### src/rtl/lsu_hs.sv
`default_nettype none
// ============================================================================
// Module  : lsu_hs
// Brief   : Load/store unit with valid/ready op intake, req/gnt data bus,
//           misalign detection and bus-timeout error response.
// Rev     : 1.0
// ============================================================================
module lsu_hs #(
  parameter int XLEN    = 32,
  parameter int ADDR_W  = 32,
  parameter int TIMEOUT = 15
) (
  input  logic                clk,
  input  logic                rst,
  input  logic                req_valid,
  output logic                req_ready,
  input  logic [ADDR_W-1:0]   req_addr,
  input  logic [XLEN-1:0]     req_wdata,
  input  logic                req_store,
  input  logic [1:0]          req_size,
  input  logic                req_unsigned,
  input  logic [4:0]          req_rd,
  output logic                resp_valid,
  output logic [XLEN-1:0]     resp_rdata,
  output logic [4:0]          resp_rd,
  output logic                resp_err,
  output logic                resp_misalign,
  output logic                mem_req,
  output logic                mem_we,
  output logic [ADDR_W-1:0]   mem_addr,
  output logic [XLEN/8-1:0]   mem_be,
  output logic [XLEN-1:0]     mem_wdata,
  input  logic                mem_gnt,
  input  logic                mem_rvalid,
  input  logic [XLEN-1:0]     mem_rdata
);
  localparam int NB    = XLEN / 8;
  localparam int OFF_W = $clog2(NB);
  localparam int CNT_W = $clog2(TIMEOUT + 1);

  typedef enum logic [1:0] {
    S_IDLE = 2'd0,
    S_REQ  = 2'd1,
    S_WAIT = 2'd2,
    S_RESP = 2'd3
  } state_t;

  state_t           r_state;
  logic [OFF_W-1:0] r_off;
  logic [1:0]       r_size;
  logic             r_unsigned;
  logic [CNT_W-1:0] r_cnt;

  logic [OFF_W-1:0] w_off;
  logic [OFF_W-1:0] w_amask;
  logic             w_illegal;
  logic             w_misalign;
  logic             w_expire;
  logic [NB-1:0]    w_base;
  logic [NB-1:0]    w_be;
  logic [XLEN-1:0]  w_lane_mask;
  logic [XLEN-1:0]  w_wdata;
  logic [XLEN-1:0]  w_shifted;
  logic [XLEN-1:0]  w_ext;

  assign w_off      = req_addr[OFF_W-1:0];
  assign w_amask    = OFF_W'((4'd1 << req_size) - 4'd1);
  assign w_illegal  = (XLEN == 32) && (req_size == 2'b11);
  assign w_misalign = (w_off & w_amask) != '0;
  // Counter may sit at TIMEOUT after a last-cycle grant, hence >= rather than ==.
  assign w_expire   = r_cnt >= CNT_W'(TIMEOUT - 1);

  always_comb begin
    w_base = '0;
    case (req_size)
      2'b00:   w_base = NB'(1);
      2'b01:   w_base = NB'(3);
      2'b10:   w_base = NB'(15);
      default: w_base = NB'(8'hFF);
    endcase
  end

  assign w_be = w_base << w_off;

  for (genvar i = 0; i < NB; i++) begin : g_lane
    assign w_lane_mask[8*i +: 8] = {8{w_be[i]}};
  end

  assign w_wdata   = (req_wdata << {w_off, 3'b000}) & w_lane_mask;
  assign w_shifted = mem_rdata >> {r_off, 3'b000};

  always_comb begin
    w_ext = w_shifted;
    case (r_size)
      2'b00:   w_ext = r_unsigned ? XLEN'(w_shifted[7:0])  : XLEN'($signed(w_shifted[7:0]));
      2'b01:   w_ext = r_unsigned ? XLEN'(w_shifted[15:0]) : XLEN'($signed(w_shifted[15:0]));
      2'b10:   w_ext = r_unsigned ? XLEN'(w_shifted[31:0]) : XLEN'($signed(w_shifted[31:0]));
      default: w_ext = w_shifted;
    endcase
  end

  always_ff @(posedge clk or posedge rst) begin
    if (rst) begin
      r_state       <= S_IDLE;
      r_off         <= '0;
      r_size        <= '0;
      r_unsigned    <= 1'b0;
      r_cnt         <= '0;
      req_ready     <= 1'b1;
      resp_valid    <= 1'b0;
      resp_rdata    <= '0;
      resp_rd       <= '0;
      resp_err      <= 1'b0;
      resp_misalign <= 1'b0;
      mem_req       <= 1'b0;
      mem_we        <= 1'b0;
      mem_addr      <= '0;
      mem_be        <= '0;
      mem_wdata     <= '0;
    end else begin
      case (r_state)
        S_IDLE: begin
          if (req_valid) begin
            req_ready  <= 1'b0;
            resp_rd    <= req_rd;
            r_off      <= w_off;
            r_size     <= req_size;
            r_unsigned <= req_unsigned;
            r_cnt      <= '0;
            mem_we     <= req_store;
            if (w_illegal) begin
              r_state    <= S_RESP;
              resp_valid <= 1'b1;
              resp_err   <= 1'b1;
            end else if (w_misalign) begin
              r_state       <= S_RESP;
              resp_valid    <= 1'b1;
              resp_misalign <= 1'b1;
            end else begin
              r_state   <= S_REQ;
              mem_req   <= 1'b1;
              mem_addr  <= {req_addr[ADDR_W-1:OFF_W], {OFF_W{1'b0}}};
              mem_be    <= w_be;
              mem_wdata <= w_wdata;
            end
          end
        end
        S_REQ: begin
          if (mem_gnt) begin
            mem_req <= 1'b0;
            r_cnt   <= r_cnt + CNT_W'(1);
            if (mem_we) begin
              r_state    <= S_RESP;
              resp_valid <= 1'b1;
            end else begin
              r_state <= S_WAIT;
            end
          end else if (w_expire) begin
            mem_req    <= 1'b0;
            r_state    <= S_RESP;
            resp_valid <= 1'b1;
            resp_err   <= 1'b1;
          end else begin
            r_cnt <= r_cnt + CNT_W'(1);
          end
        end
        S_WAIT: begin
          if (mem_rvalid) begin
            r_state    <= S_RESP;
            resp_valid <= 1'b1;
            resp_rdata <= w_ext;
          end else if (w_expire) begin
            r_state    <= S_RESP;
            resp_valid <= 1'b1;
            resp_err   <= 1'b1;
          end else begin
            r_cnt <= r_cnt + CNT_W'(1);
          end
        end
        S_RESP: begin
          r_state       <= S_IDLE;
          req_ready     <= 1'b1;
          resp_valid    <= 1'b0;
          resp_rdata    <= '0;
          resp_err      <= 1'b0;
          resp_misalign <= 1'b0;
          r_cnt         <= '0;
        end
        default: r_state <= S_IDLE;
      endcase
    end
  end

endmodule
`default_nettype wire

### config.mk
export PLATFORM = sky130hd
export DESIGN_NAME = lsu_hs
export DESIGN_NICKNAME = d
export VERILOG_FILES = /design/src/rtl/lsu_hs.sv
export SDC_FILE = /design/constraint.sdc
export NUM_CORES = 1
export LEC_CHECK = 0
export ABC_AREA = 1
export CORE_MARGIN = 2
export CORE_UTILIZATION = 40
export CTS_BUF_LIST = sky130_fd_sc_hd__clkbuf_8
export CTS_CLUSTER_SIZE = 10
export DETAILED_ROUTE_END_ITERATION = 12
export DONT_BUFFER_PORTS = 1
export HOLD_SLACK_MARGIN = 0.02
export PLACE_DENSITY = 0.58
export SETUP_SLACK_MARGIN = 0.5
export SYNTH_ARGS = -nofsm -noshare
export SYNTH_HDL_FRONTEND = slang
export SYNTH_SLANG_ARGS = --single-unit
### constraint.sdc
create_clock -name clk -period 3.45 [get_ports clk]
set_input_delay 0.345 -clock clk [delete_from_list [all_inputs] [get_ports clk]]
set_output_delay 0.345 -clock clk [all_outputs]
set_load 0.01 [all_outputs]
# Word level (Yosys, flattened, before mapping)
# Cells that the tools add are included.
# Widths: inputs -> output; s select.
classes:
  n_addsub: 2
  order_cmp: 1
  eq_ne: 17
  shift: 4
  muxes: 44
  bitwise: 4
  reduce_logical: 16
op_table:
  columns: ["operator", "count"]
  rows:
  - ["$pmux 32 s2", 2]
  - ["$mux 32", 3]
  - ["$and 32x32->32", 1]
  - ["$shl 32x5->32", 1]
  - ["$shr 32x5->32", 1]
  - ["$mux 1", 21]
  - ["$mux 4", 4]
  - ["$ne 2x2->1 const B", 8]
  - ["$pmux 4 s4", 1]
  - ["$mux 2", 6]
  - ["$reduce_and 4->1", 3]
  - ["$ne 3x3->1 const B", 3]
  - ["$pmux 1 s4", 2]
  - ["$pmux 2 s4", 1]
  - ["$pmux 4 s2", 1]
  - ["$reduce_and 2->1", 4]
  - ["$reduce_bool 2->1", 4]
  - ["$eq 2x1->1 const B", 3]
  - ["$eq 2x2->1 const B", 3]
  - ["$logic_not 2->1", 3]
  - ["$pmux 1 s2", 3]
  - ["$reduce_and 5->1", 1]
  - ["$add 4x1->4 const B", 1]
  - ["$ge 4x4->1 const B", 1]
  - ["other kinds (6)", 7]
totals:
  regBits: 120
  inputBits: 110
  output_inout_bits: 111
  wordCells: 104

# Logic depth before layout (Yosys ltp)
# Gate-level depths: netlist (run 1).
logic_depth:
  ltp_word: 8
  ltp_mapped: 11
  mapped_depth_nobuf: 11

# Worst setup path after synthesis (run 1)
# No wires, ideal clock.
synth_timing:
  path_kind: "register -> register"
  from: "register r_state[0]"
  to: "register mem_be[2]"
  setup_ps: 117
  arrival_ps: 1562
  required_time_ps: 3333
  slack_ps: 1771
  stages_incl_launch_ff: 10
  n_path_buf: 2
  period_less_slack_ps: 1679
  path_cell_list: "dfrtp_1 -> inv_1 -> ha_1 -> nand2_2 -> clkinv_2 -> nand3_4 -> buf_4 -> buf_4 -> nand2_1 -> nand2_1"
synth_via:
  elab_chain_len: 2
synth_lines:
  columns: ["item", "line", "text"]
  rows:
  - ["from (decl)", "48", "state_t r_state;"]
  - ["from (signal assigned)", "104", "r_state <= S_IDLE;"]
  - ["from (signal assigned)", "132", "r_state <= S_RESP;"]
  - ["from (signal assigned)", "136", "r_state <= S_RESP;"]
  - ["$logic_not 2->1", "121", "case (r_state)"]
  - ["$reduce_and 4->1 (no line)", null, null]
  - ["to (signal assigned)", "143", "mem_be <= w_be;"]
  - ["to (decl)", "31", "output logic [XLEN/8-1:0] mem_be,"]
# Every way passes these cells.
# A chain may end at the register's enable or synchronous reset.

# Worst setup path in the final report (run 1)
layout_timing:
  from: "register r_state[0]"
  to: "register mem_wdata[22]"
layout_via:
  elab_chain_len: 2
layout_lines:
  columns: ["item", "line", "text"]
  rows:
  - ["$logic_not 2->1", "121", null]
  - ["$reduce_and 4->1 (no line)", null, null]
  - ["to (signal assigned)", "144", "mem_wdata <= w_wdata;"]
  - ["to (decl)", "32", "output logic [XLEN-1:0] mem_wdata,"]
# Every way passes these cells.

==> key figures, run 1 <==
CTS
  • Worst-Skew Late Latency: 0.44 ns
  • Total CTS buffers: 17
  • Worst-path clk slew: 0.08 ns
  • CTS Buffer Depth: 2
  • H-tree depth: 4
  • Clock Sinks: 120
  • Clock Root Buffer: clkbuf_8
  • TritonCTS clock tree: done
  • PostCTS Resize Cnt: 0

Place
  • Area after DPL: 6420 um^2
  • Worst slack at placement: 0.889 ns
  • Final estimated routing congestion in global placement: 0.845
  • Dpl hpwl: 12400 um
  • DP Cell Count: 1054
  • Port bufs: 0

Synthesis
  • Sequential share of the synthesized area: 47.5%
  • Post-Syn Instances: 880
  • Post-synth EDFFs: 0
  • Synth warn: 0
  • Synthesized flop and latch total: 120
  • Asr flop ratio synth: 100%
  • Netlist Area Pre-Place: 6320 um^2
  • Top FF cell, synth: dfrtp_1
  • Count of different cell masters after synthesis: 31
  • Avg Inst Size Synth: 7.18 um^2

Pwr
  • Worst vdd ir: 0.000403 V
  • Pwr per Cell Area: 814 nW/um^2
  • Pleak: 3.83 nW

Worst setup path
  • CP Buf/Inv Count: 3
  • Critical Path Source Type: flop
  • CP Data Required Time: 3.84 ns
  • Crit path from: r_state[0]
  • Crit path max fanout: 39
  • Worst path cell trace: inv_1 -> ha_1 -> nand2_2 -> clkinv_2 -> nand3_4 -> inv_2 -> nand3_1 -> nand2_1
  • Critical path's top delay family: buffers and inverters
  • Crit path max-delay cell type: inv_2
  • Setup CP Type: flop to flop
  • Crit path capture type: flop
  • Crit-path max cell delay: 0.61 ns
  • Worst reg2reg startpoint: r_state[0]
  • Arr. time, crit path: 2.92 ns

Worst hold path
  • Hold path startpoint: req_wdata[0]
  • Hold Path Class: input pin to flop

Final layout
  • Layout Cell Area excl Fill: 7160 um^2
  • Commonest non-fill, non-tap cell in the layout: nand2_1
  • Most frequent cells in the layout: 449 x nand2_1, 119 x dfrtp_1, 51 x nand3_1
  • Fill cell total of the finished layout: 1545
  • NumNets Final: 1018
  • Area grow syn2layout: 13.3%
  • Share of cells above drive strength 1: 6.58%
  • Post-route insts no fill: 1123
  • Antenna Cells: 0

Timing
  • Final setup viols: 0
  • Setup ws final: 0.916 ns
  • Time the worst path needs with I/O delays and setup: 2.53 ns
  • Max-slew violations: 0
  • Slew headroom: 55.6%
  • Clock Skew: 0.00830 ns
  • RSZ-0062 raised after global routing: false
  • Final worst-path cycle share: 73.4%
  • Worst Max-Slew Pin Slew: 0.665 ns
  • F_max: 395 MHz
  • Setup TNS: 0 ns
  • Final Hold Fails: 0

GRT
  • Gr ovfl total: 0
  • GRT Util Overall: 20.7%
  • Vias in the first global route: 5094
  • First-pass GRT wire length: 26900 um
  • Largest net degree at the start of global routing: 59
  • Initial antenna violation count: 0

Routing
  • First DRT Iteration DRCs: 365
  • Via density: 4.99
  • Pre-Repair DR Iteration Count: 5
  • DRC errors left: 0
  • DR WL/cell: 15.6 um
  • Final WL: 17500 um
  • Detailed-route via count: 5599
  • Antenna-violating nets left: 0

Die
  • IO Pins: 221
  • Row count: 45
  • Die X: 130 um
  • Area of the core: 15300 um^2
  • Die Ht: 130 um
  • Initial core utilization: 41.3%
  • Die area: 16800 um^2

Flow run
  • MaxCap Viol Count: 0

Outcome
  • Status: finished, final reports clean
-- worst paths after layout --
check | slack [ns] | end | cells after the start
max in group asynchronous | 2.10 | resp_rd[2] | 3
setup / recovery | 0.92 | mem_wdata[22] | 8
hold / removal | 0.07 | mem_wdata[0] | 2
hold reg to reg | 0.50 | r_size[0] | 2
min in group asynchronous | 0.44 | resp_rdata[19] | 2
setup reg to reg | 0.92 | mem_wdata[22] | 8
-- metal layers --
layer | global-route usage (%) | part of all wire (%) | up-vias
li1 | - | - | 2805
met1 | 26.5 | 43 | 2556
met2 | 31.4 | 46 | 220
met3 | 8.59 | 10 | 18
met4 | 7.40 | 1.6 | 0
met5 | 0 | 0 | -
-- state kept, by name, indices dropped and copies added, names as in the netlist, 2 cells and up --
name / flops
mem_addr: 30
mem_be: 4
mem_wdata: 32
r_cnt: 4
r_off: 2
r_size: 2
r_state: 2
resp_rd: 5
resp_rdata: 32
-- final cells by class --
type / count / area [um^2] / area share (%)
multi-input cells: 659 / 2860 / 39.9
clock inverters: 14 / 129 / 1.80
well taps: 211 / 264 / 3.69
repair buffers: 47 / 460 / 6.43
flip-flops and latches: 120 / 3000 / 41.9
inverters: 55 / 211 / 2.95
clock buffers: 17 / 234 / 3.27
-- power breakdown --
part	switching [mW]	leakage (nW)	internal, mW
Clock	0.605	0.178	0.567
Combinational	1.21	2.09	0.652
Sequential	0.796	1.56	2.00
Total	2.61	3.83	3.22
-- cell usage after synthesis, drive strengths merged, types with 2 or more instances --
cell | count | area, um^2
o21ai | 48 | 244
clkinv | 2 | 8.75
a31oi | 17 | 106
nand2 | 452 | 1700
buf | 31 | 191
nand3b | 2 | 15.0
clkbuf | 16 | 60.1
nor2 | 32 | 133
a21oi | 32 | 171
dfrtp | 119 | 2980
nand4 | 3 | 18.8
ha | 8 | 100
inv | 53 | 199
o31ai | 8 | 60.1
nand3 | 54 | 293
-- per-stage QoR --
step / hold slack (ns) / power, mW / util (%)
6_report: 0.0704 / 5.83 / 46.8
5_1_grt: 0.0363 / 6.33 / 46.8
4_1_cts: 0.0351 / 5.90 / 46.8
3_5_place_dp: 0.284 / 4.66 / 41.9
3_3_place_gp: 0.286 / 4.63 / 41.9
2_1_floorplan: 0.453 / 4.18 / -
-- kinds of logic after synthesis --
logic type	after synthesis	share of synthesized area (%)
flops	120	47.5
simple gates	544	34.3
fa+ha+maj	8	1.58
compound gates	105	9.21
other cells	1	0.0593
buf+inv	102	7.27
-- what timing repair did --
action | CTS | global route
hold endpoints to repair | 58 | 0
setup buffers | 0 | 0
hold buffers | 38 | 0
Power figures use the tool's default switching activity.
==> run 2: changes to the inputs <==
Settings changed: PLACE_DENSITY 0.58 to 0.56.
Clock period 3.45 ns to 2.5 ns, I/O delays scaled along.
==> run 2 against run 1 <==
  * Clock power grew 46%
  * Sequential power grew 36%
  * Register-to-register slack lost 0.27 ns
  * Via count is 0.91% higher
  * Clock skew increased by 0.0011 ns
  * Non-clock buffer count rose by 18
  * Power grew 42%
  * Routed wire length grew 3.2%
  * Worst hold slack got worse by 0.015 ns
  * Largest power group unchanged
==> key figures, run 2 (synthesized netlist as in run 1, its figures left out) <==
Outcome
  • Status: finished, final reports clean (unchanged)

Worst setup path
  • Crit path from: req_size[1] (was r_state[0])
  • CP Data Required Time: 2.88 ns (was 3.84 ns)
  • Setup CP Type: input pin to flop (was flop to flop)
  • Crit path max fanout: 25 (was 39)
  • Critical Path Source Type: input pin (was flop)
  • Worst reg2reg startpoint: r_state[0] (unchanged)
  • Crit path capture type: flop (unchanged)
  • Arr. time, crit path: 2.27 ns (was 2.92 ns)

Routing
  • Antenna-violating nets left: 0 (unchanged)
  • Final WL: 18100 um (was 17500 um)
  • Via density: 4.94 (was 4.99)
  • DRC errors left: 0 (unchanged)
  • DR WL/cell: 15.9 um (was 15.6 um)
  • First DRT Iteration DRCs: 369 (was 365)
  • Pre-Repair DR Iteration Count: 7 (was 5)
  • Detailed-route via count: 5650 (was 5599)

Timing
  • Final Hold Fails: 0 (unchanged)
  • F_max: 530 MHz
  • Setup ws final: 0.612 ns (was 0.916 ns)
  • RSZ-0062 raised after global routing: true (was false)
  • Worst Max-Slew Pin Slew: 0.607 ns (was 0.665 ns)
  • Max-slew violations: 0 (unchanged)
  • Final setup viols: 0 (unchanged)
  • Slew headroom: 59.5% (was 55.6%)
  • Time the worst path needs with I/O delays and setup: 1.89 ns
  • Setup TNS: 0 ns (unchanged)
  • Clock Skew: 0.00937 ns (was 0.00830 ns)
  • Final worst-path cycle share: 75.5%

Die
  • Die Ht: 130 um (unchanged)
  • Die X: 130 um (unchanged)
  • Area of the core: 15300 um^2 (unchanged)
  • IO Pins: 221 (unchanged)
  • Row count: 45 (unchanged)
  • Die area: 16800 um^2 (unchanged)
  • Initial core utilization: 41.3% (unchanged)

Pwr
  • Pwr per Cell Area: 1120 nW/um^2 (was 814 nW/um^2)
  • Worst vdd ir: 0.000567 V (was 0.000403 V)
  • Pleak: 3.92 nW (was 3.83 nW)

Place
  • Worst slack at placement: 0.416 ns (was 0.889 ns)
  • Final estimated routing congestion in global placement: 0.815 (was 0.845)
  • Dpl hpwl: 12100 um (was 12400 um)
  • Port bufs: 0 (unchanged)
  • DP Cell Count: 1058 (was 1054)

Flow run
  • MaxCap Viol Count: 0 (unchanged)

Final layout
  • Commonest non-fill, non-tap cell in the layout: nand2_1 (unchanged)
  • Share of cells above drive strength 1: 7.51% (was 6.58%)
  • Post-route insts no fill: 1143 (was 1123)
  • Area grow syn2layout: 17.2% (was 13.3%)
  • Fill cell total of the finished layout: 1590 (was 1545)
  • NumNets Final: 1037 (was 1018)
  • Most frequent cells in the layout: 449 x nand2_1, 119 x dfrtp_1, 51 x nand3_1, 51 x dlygate4sd3_1, 46 x inv_1 (was 449 x nand2_1, 119 x dfrtp_1, 51 x nand3_1)
  • Register area: 3000 um^2 (unchanged)
  • Area of the multi-input gates: 2880 um^2 (was 2860 um^2)
  • Regs by FF count: mem_wdata x32, resp_rdata x32, mem_addr x30 (unchanged)
  • Antenna Cells: 0 (unchanged)

GRT
  • Largest net degree at the start of global routing: 114 (was 59)
  • GRT Util Overall: 21.5% (was 20.7%)
  • Initial antenna violation count: 0 (unchanged)
  • Vias in the first global route: 5277 (was 5094)
  • First-pass GRT wire length: 28100 um (was 26900 um)
  • Gr ovfl total: 0 (unchanged)

CTS
  • H-tree depth: 4 (unchanged)
  • Clock Root Buffer: clkbuf_8 (unchanged)
  • Total CTS buffers: 17 (unchanged)
  • TritonCTS clock tree: done (unchanged)
  • Clock Sinks: 120 (unchanged)
  • CTS Buffer Depth: 2 (unchanged)
  • Worst-path clk slew: 0.09 ns (was 0.08 ns)
  • Worst-Skew Late Latency: 0.44 ns (about the same)

Worst hold path
  • Hold Path Class: input pin to flop (unchanged)
  • Hold path startpoint: req_wdata[14] (was req_wdata[0])
==> run 2: critical path, cell delays in order <==
cell           delay, ns
dlygate4sd3_1       0.56
inv_2               0.10
nand2_2             0.09
ha_1                0.29
nor2_1              0.06
a21oi_4             0.19
nand3_4             0.19
inv_6               0.20
buf_12              0.18
nand2_1             0.08
nand2_1             0.06
==> run 2: what timing repair did <==
action	in CTS	in global routing
buffers inserted	1	0
pin swaps	1	0
gates resized for setup	1	13
endpoints found under the hold margin	80	0
gates cloned	0	1
setup endpoints to repair	53	83
hold buffers	51	0
==> run 2: per-layer routing <==
layer / GRT usage, % / vias to the layer above / part of all wire (%)
met1: 29.0 / 2606 / 45
met2: 32.7 / 176 / 46
met5: 0 / - / 0
met4: 6.07 / 0 / 1.3
met3: 7.72 / 19 / 8.2
li1: - / 2849 / -
==> run 2: final cells by class <==
class                      instances  share of cell area, %
tap                              211                   3.56
multi-input combinational        659                   38.8
clock inverter                    13                   1.64
timing repair buffer              65                   8.82
clock buffer                      19                   3.53
sequential                       120                   40.6
inverter                          55                   3.01
timing repair inverter             1                 0.0676
==> run 2: per-stage QoR <==
| stage | utilization (%) | total power, mW | hold WS, ns | area (um^2) |
|---|---|---|---|---|
| after floorplan | - | 5.77 | 0.360 | 6330 |
| after global placement | 42.2 | 6.44 | 0.0623 | 6460 |
| after detailed placement | 42.2 | 6.47 | 0.0605 | 6460 |
| after CTS | 48.1 | 8.30 | 0.0266 | 7370 |
| after global routing | 48.4 | 9.00 | 0.0347 | 7410 |
| final | 48.4 | 8.27 | 0.0550 | 7410 |
==> run 2: where the power goes <==
| group | leakage, nW | internal [mW] | switching (mW) | total [mW] |
|---|---|---|---|---|
| registers | 1.56 | 2.76 | 1.05 | 3.81 |
| clock network | 0.193 | 0.847 | 0.862 | 1.71 |
| logic | 2.17 | 0.974 | 1.78 | 2.75 |
| total | 3.92 | 4.58 | 3.69 | 8.27 |
==> run 2: worst paths after layout <==
path,slack [ns],cells past startpoint,endpoint
min in group asynchronous,0.23,2,mem_addr[19]
worst min-delay path,0.05,4,mem_wdata[14]
worst max-delay path,0.61,11,mem_addr[25]
worst min register to register,0.50,2,r_size[0]
max in group asynchronous,1.42,3,resp_rdata[6]
worst max register to register,0.65,9,mem_addr[25]
